==> config.mk <==
export PLATFORM = sky130hd
export DESIGN_NAME = sap_sequencer
export DESIGN_NICKNAME = d
export VERILOG_FILES = /design/src/rtl/sap_sequencer.sv
export SDC_FILE = /design/constraint.sdc
export NUM_CORES = 1
export LEC_CHECK = 0
export CAP_MARGIN = 20
export CORE_UTILIZATION = 41
export DETAILED_ROUTE_END_ITERATION = 10
export PLACE_DENSITY = 0.76
export SYNTH_ARGS = -nofsm -noshare
export SYNTH_HDL_FRONTEND = slang
export SYNTH_SLANG_ARGS = --single-unit
==> constraint.sdc <==
create_clock -name clk -period 2.23 [get_ports clk]
set_clock_uncertainty 0.05 [all_clocks]
set_input_delay 0.669 -clock clk [delete_from_list [all_inputs] [get_ports clk]]
set_output_delay 0.669 -clock clk [all_outputs]
set_load 0.05 [all_outputs]
==> src/rtl/sap_sequencer.sv <==
// Fetch/execute/writeback controller for the 8-bit SAP datapath.
// Accepts instruction words over valid/ready, drives registered datapath controls, captures ALU results.

package sap_sequencer_pkg;
  typedef enum logic [2:0] {
    ALU_ADD  = 3'd0,
    ALU_SUB  = 3'd1,
    ALU_AND  = 3'd2,
    ALU_OR   = 3'd3,
    ALU_XOR  = 3'd4,
    ALU_PASS = 3'd5
  } alu_op_e;
endpackage

module sap_sequencer
  import sap_sequencer_pkg::*;
#(
  parameter int N     = 8,
  parameter int CNT_W = 16
) (
  input  logic             clk,
  input  logic             reset,
  input  logic [15:0]      instr,
  input  logic             instr_valid,
  output logic             instr_ready,
  input  logic [N-1:0]     alu_y,
  input  logic             z,
  input  logic             n,
  input  logic             c,
  input  logic             v,
  output alu_op_e          op,
  output logic             en_A,
  output logic             en_B,
  output logic             sel_A,
  output logic             sel_B,
  output logic             load_out,
  output logic [N-1:0]     imm_data,
  output logic [N-1:0]     bus_in,
  output logic [N-1:0]     result,
  output logic [3:0]       flags,
  output logic             busy,
  output logic             halted,
  output logic             err,
  output logic [CNT_W-1:0] retired
);

  typedef enum logic [1:0] {
    S_IDLE = 2'd0,
    S_EXEC = 2'd1,
    S_WB   = 2'd2,
    S_HALT = 2'd3
  } state_e;

  localparam logic [3:0] OPC_NOP  = 4'h0;
  localparam logic [3:0] OPC_LDA  = 4'h1;
  localparam logic [3:0] OPC_LDB  = 4'h2;
  localparam logic [3:0] OPC_HALT = 4'hF;

  state_e           state_q, state_d;
  logic [15:0]      ir_q, ir_d;
  logic             err_q, err_d;
  logic [N-1:0]     result_q, result_d;
  logic [3:0]       flags_q, flags_d;
  logic [CNT_W-1:0] retired_q, retired_d;

  alu_op_e          op_q, op_d;
  logic             enA_q, enA_d;
  logic             enB_q, enB_d;
  logic             selA_q, selA_d;
  logic             selB_q, selB_d;
  logic             loadOut_q, loadOut_d;
  logic [N-1:0]     imm_q, imm_d;
  logic             wbBus_q, wbBus_d;
  logic             ready_q, ready_d;
  logic             busy_q, busy_d;
  logic             halted_q, halted_d;

  logic             handshake;
  logic [3:0]       opcCur;
  logic [3:0]       opcNext;

  function automatic logic isAluOp(input logic [3:0] opc);
    return (opc >= 4'h3) && (opc <= 4'h8);
  endfunction

  function automatic logic isUndefOp(input logic [3:0] opc);
    return (opc >= 4'h9) && (opc <= 4'hE);
  endfunction

  function automatic alu_op_e aluMap(input logic [3:0] opc);
    case (opc)
      4'h3:    return ALU_ADD;
      4'h4:    return ALU_SUB;
      4'h5:    return ALU_AND;
      4'h6:    return ALU_OR;
      4'h7:    return ALU_XOR;
      default: return ALU_PASS;
    endcase
  endfunction

  assign handshake = instr_valid && ready_q;
  assign opcCur    = ir_q[15:12];

  // Instruction sequencing, result capture and retirement counting.
  always_comb begin
    state_d   = state_q;
    ir_d      = ir_q;
    err_d     = err_q;
    result_d  = result_q;
    flags_d   = flags_q;
    retired_d = retired_q;
    case (state_q)
      S_IDLE: begin
        if (handshake) begin
          ir_d    = instr;
          state_d = S_EXEC;
        end
      end
      S_EXEC: begin
        if (isAluOp(opcCur)) begin
          state_d = S_WB;
        end else begin
          retired_d = retired_q + CNT_W'(1);
          state_d   = (opcCur == OPC_HALT) ? S_HALT : S_IDLE;
          if (isUndefOp(opcCur)) err_d = 1'b1;
        end
      end
      S_WB: begin
        result_d  = alu_y;
        flags_d   = {z, n, c, v};
        retired_d = retired_q + CNT_W'(1);
        state_d   = S_IDLE;
      end
      S_HALT: state_d = S_HALT;
      default: state_d = S_IDLE;
    endcase
  end

  // Controls are decoded from the upcoming state and IR so they are registered, never from instr_valid.
  always_comb begin
    opcNext   = ir_d[15:12];
    op_d      = ALU_PASS;
    enA_d     = 1'b0;
    enB_d     = 1'b0;
    selA_d    = 1'b0;
    selB_d    = 1'b0;
    loadOut_d = 1'b0;
    imm_d     = N'(ir_d[7:0]);
    wbBus_d   = 1'b0;
    case (state_d)
      S_EXEC: begin
        if (opcNext == OPC_LDA) enA_d = 1'b1;
        if (opcNext == OPC_LDB) enB_d = 1'b1;
        if (isAluOp(opcNext))   op_d  = aluMap(opcNext);
      end
      S_WB: begin
        op_d      = aluMap(opcNext);
        loadOut_d = 1'b1;
        if (ir_d[11]) begin
          selA_d  = 1'b1;
          enA_d   = 1'b1;
          wbBus_d = 1'b1;
        end
      end
      default: ;
    endcase
    ready_d  = (state_d == S_IDLE);
    busy_d   = (state_d == S_EXEC) || (state_d == S_WB);
    halted_d = (state_d == S_HALT);
  end

  always_ff @(posedge clk or posedge reset) begin
    if (reset) begin
      state_q   <= S_IDLE;
      ir_q      <= '0;
      err_q     <= 1'b0;
      result_q  <= '0;
      flags_q   <= '0;
      retired_q <= '0;
      op_q      <= ALU_PASS;
      enA_q     <= 1'b0;
      enB_q     <= 1'b0;
      selA_q    <= 1'b0;
      selB_q    <= 1'b0;
      loadOut_q <= 1'b0;
      imm_q     <= '0;
      wbBus_q   <= 1'b0;
      ready_q   <= 1'b1;
      busy_q    <= 1'b0;
      halted_q  <= 1'b0;
    end else begin
      state_q   <= state_d;
      ir_q      <= ir_d;
      err_q     <= err_d;
      result_q  <= result_d;
      flags_q   <= flags_d;
      retired_q <= retired_d;
      op_q      <= op_d;
      enA_q     <= enA_d;
      enB_q     <= enB_d;
      selA_q    <= selA_d;
      selB_q    <= selB_d;
      loadOut_q <= loadOut_d;
      imm_q     <= imm_d;
      wbBus_q   <= wbBus_d;
      ready_q   <= ready_d;
      busy_q    <= busy_d;
      halted_q  <= halted_d;
    end
  end

  // The writeback bus forwards the live ALU output; it is stable during WB since A and B are not loading.
  assign bus_in      = wbBus_q ? alu_y : '0;
  assign op          = op_q;
  assign en_A        = enA_q;
  assign en_B        = enB_q;
  assign sel_A       = selA_q;
  assign sel_B       = selB_q;
  assign load_out    = loadOut_q;
  assign imm_data    = imm_q;
  assign instr_ready = ready_q;
  assign busy        = busy_q;
  assign halted      = halted_q;
  assign err         = err_q;
  assign result      = result_q;
  assign flags       = flags_q;
  assign retired     = retired_q;

endmodule

==> results of run 1 <==
-- final timing paths --
path,endpoint,slack (ps),startpoint,depth (start not counted)
max in group asynchronous,op[0]$_DFF_PP1_,1020,reset,3
min in group asynchronous,retired[2]$_DFFE_PP0P_,600,reset,2
worst max-delay path,bus_in[4],50,alu_y[4],3
worst min-delay path,retired[15]$_DFFE_PP0P_,420,retired[15]$_DFFE_PP0P_,1
worst max register to register,op[0]$_DFF_PP1_,140,ir_q[15]$_DFF_PP0_,7
worst min register to register,retired[15]$_DFFE_PP0P_,420,retired[15]$_DFFE_PP0P_,1
-- power by group --
part           total, mW  internal, mW  leakage [nW]  switching [mW]
registers           1.65          1.36         0.672           0.289
logic               3.19          1.31          1.04            1.88
clock network      0.548         0.251        0.0482           0.297
total               5.39          2.93          1.76            2.47
-- per-stage QoR --
step	TNS [ps]	power, mW
2_1_floorplan	0	3.95
3_3_place_gp	-695	4.85
3_5_place_dp	-818	4.90
4_1_cts	0	5.47
5_1_grt	0	5.73
6_report	0	5.39
-- timing repair --
| action | in CTS | in global routing |
|---|---|---|
| hold endpoints to repair | 0 | 0 |
| endpoints found under the setup margin | 0 | 16 |
| resized for setup | 0 | 15 |
-- synth_stat cells (2+ instances only) --
cell	instances	area share (%)
a21oi_1	3	0.59
and2_1	10	2.5
and3_1	6	1.5
buf_4	10	3.0
buf_6	3	1.3
dfrtp_1	51	50
dfstp_2	3	3.1
ha_1	5	2.5
inv_1	12	1.8
mux2_2	22	9.8
mux2i_1	3	1.2
nand2_1	11	1.6
nand3_1	4	0.79
nand3_2	2	0.79
nand3b_1	2	0.59
nand4_1	5	1.2
nand4_2	2	0.99
nor2_1	5	0.74
nor2b_1	2	0.49
nor3_1	4	0.79
o21ai_0	2	0.39
xnor2_1	15	5.2
xor2_1	3	1.0
-- final cells by class --
cell class / count / share of cell area (%)
Inverter: 12 / 1.24
Clock buffer: 7 / 2.38
Timing Repair Buffer: 98 / 28.0
Multi-Input combinational cell: 124 / 28.3
Clock inverter: 1 / 0.138
Tap cell: 75 / 2.58
Sequential cell: 54 / 37.4
-- state kept, by name, summed over array words and instances, names as in the netlist, 2 cells and up --
signal,cells
retired,16
op,3
flags,4
imm_data,7
ir_q,6
state_q,2
result,8
-- cell families (layout without fill, tap and decap cells) --
group,Yosys count,in the layout,share of synthesized area (%)
muxes,27,27,12.4
AOI/OAI and AO/OA,15,15,4.34
other,1,1,0.148
xor gates and xnor gates,18,18,6.22
DFF,54,54,53.4
buffers and inverters,27,118,6.41
and+or+nand+nor,58,58,14.6
adders and majority gates,5,5,2.47
-- per-layer routing --
| layer | up-vias | track usage [%] |
|---|---|---|
| li1 | 869 | - |
| met1 | 855 | 20.2 |
| met2 | 48 | 26.5 |
| met3 | 6 | 3.75 |
| met4 | 0 | 5.36 |
| met5 | - | 0 |
-- worst register-to-register path: stages (launching register included) --
cell,delay (ps)
dfrtp_1,470
nor4b_4,170
a2111o_1,380
and2_1,200
ha_1,240
nor2_2,160
a31oi_1,60
a311o_1,290
==> flow_metrics.py, run 1 <==
metrics = {
    "run_status": {
        "status": "finished clean",
    },
    "flow_run": {
        "maxCapViolCount": 0,
    },
    "worst_setup_path": {
        "cpLargestDelayFamily": "buffers and inverters",
        "timing.critical_path.slowest_cell_delay_ps": 480,
        "cp_data_arrival_time_ps": 1460,
        "critPathMaxFanout": 2,
        "timing.critical_path.buf_inv": 2,
        "worstPathCellList": "clkdlybuf4s50_1, and2_1, buf_12",
        "critPathSlowestCell": "clkdlybuf4s50_1",
        "timing.critical_path.to_type": "output port",
        "timing_worst_setup_path_type": "in -> out",
        "crit_required_ps": 1510,
        "startpoint_type_of_the_worst_setup_path": "primary input",
    },
    "layout": {
        "register_area_um2": 1360,
        "mostFrequentLayoutCell": "dfrtp_1",
        "final_net_count": 331,
        "most-common-layout-cells": "dfrtp_1 (49), clkdlybuf4s50_1 (39), buf_4 (37)",
        "areaGrowthSynthToFinish_pct": 43.3,
        "instances_no_fill": 371,
        "post-route-cell-area_um2": 3630,
        "nFillCells": 517,
        "multiInputGateArea_um2": 1030,
        "insertedDiodeCount": 0,
        "layout-drive-gt1-share_pct": 32.4,
        "post_layout_utilization_of_the_core_pct": 61.0,
    },
    "clock_tree": {
        "cts-buffers-inserted": 5,
        "cts-htree-levels": 2,
        "clk_pin_slew_ps": 90,
        "cts_num_sinks": 54,
        "max-clock-path-buffers": 2,
        "worstSkewPairLatency_ps": 300,
        "cts_tree": "built",
        "cts_hold_repair.buffers": 0,
        "cts.repair_timing.setup_buffer_count": 0,
        "cts.root.buffer_cell": "clkbuf_8",
    },
    "drt": {
        "drt.antenna.violating_nets": 0,
        "postRouteWirelength_mm": 4.88,
        "met3_wirelength_um": 240,
        "drc": 0,
        "routed_via_density": 4.79,
        "drt-pass1-iter-count": 4,
        "highest-signal-layer": "met4",
        "detail_route.wl_per_cell_um": 13.2,
        "route.vias.total": 1778,
        "routedLengthMet1_mm": 2.13,
        "met2_wirelength_mm": 2.45,
        "drt_iter0_drc": 68,
    },
    "sta": {
        "max-slew-margin-rel_pct": 65.2,
        "final.setup.worst_slack_ps": 48.5,
        "final_cycle_utilization_of_the_critical_path_pct": 97.8,
        "timing.hold.ws_ps": 421,
        "maxClockFrequency_mhz": 458,
        "maxSlewViolCount": 0,
        "tightest_slew_ps": 522,
        "minimum_clock_period_ps": 2180,
        "timing.final.setup_violations": 0,
        "report.final.hold_viol_count": 0,
        "unrepaired_setup_endpoints_after_global_routing": "no",
    },
    "logic_synthesis": {
        "synth_async_sr_flop_share_pct": 100,
        "ys.warnings.count": 0,
        "postSynthNetCount": 241,
        "seq_area_frac_synth_pct": 53.4,
        "postSynthCellCount": 205,
        "syn_area_um2": 2540,
        "synth_edf_count": 0,
        "syn_avg_cell_area_um2": 12.4,
        "synth_cell_type_count": 43,
        "flip_flop_and_latch_count_after_synthesis": 54,
        "synthFlopType": "dfrtp_1",
    },
    "min_path": {
        "worstHoldPathType": "reg -> reg",
    },
    "floorplanning": {
        "io-pin-count": 87,
        "std_cell_rows": 28,
        "dieWidth_um": 80.7,
        "die_y_extent_um": 80.7,
        "floorplan.initialDensity_pct": 42.6,
        "dieArea_um2": 6500,
        "coreArea_um2": 5960,
    },
    "place": {
        "placement.io_buffers": 82,
        "place.gp.congestion": 0.809,
        "dpl.hpwl_mm": 3.68,
        "place_ws_ps": -193,
        "post_dp_area_um2": 3510,
        "placed_cells": 363,
    },
    "grt": {
        "grt_first_pass_wirelength_mm": 7.80,
        "grt_pass1_vias": 1628,
        "gr-usage-all-layers_pct": 15.9,
        "grt.overflow.total": 0,
        "number_of_antenna_violations_at_the_first_check_in_global_routing": 0,
        "grt_max_degree": 22,
    },
    "pwr": {
        "power.density_nw_per_um2": 1480,
        "leak_nw": 1.76,
        "peakVddDrop_mv": 0.924,
    },
}
Power figures use the tool's default switching activity.
==> run 2, diff against run 1 <==
--- a/config.mk
+++ b/config.mk
@@ -5,6 +5,7 @@
 export SDC_FILE = /design/constraint.sdc
 export NUM_CORES = 1
 export LEC_CHECK = 0
+export ABC_AREA = 0
 export CAP_MARGIN = 20
 export CORE_UTILIZATION = 41
 export DETAILED_ROUTE_END_ITERATION = 10
==> results of run 2 <==
Same layout as run 1: the final DEF is identical, and so are final timing and power.
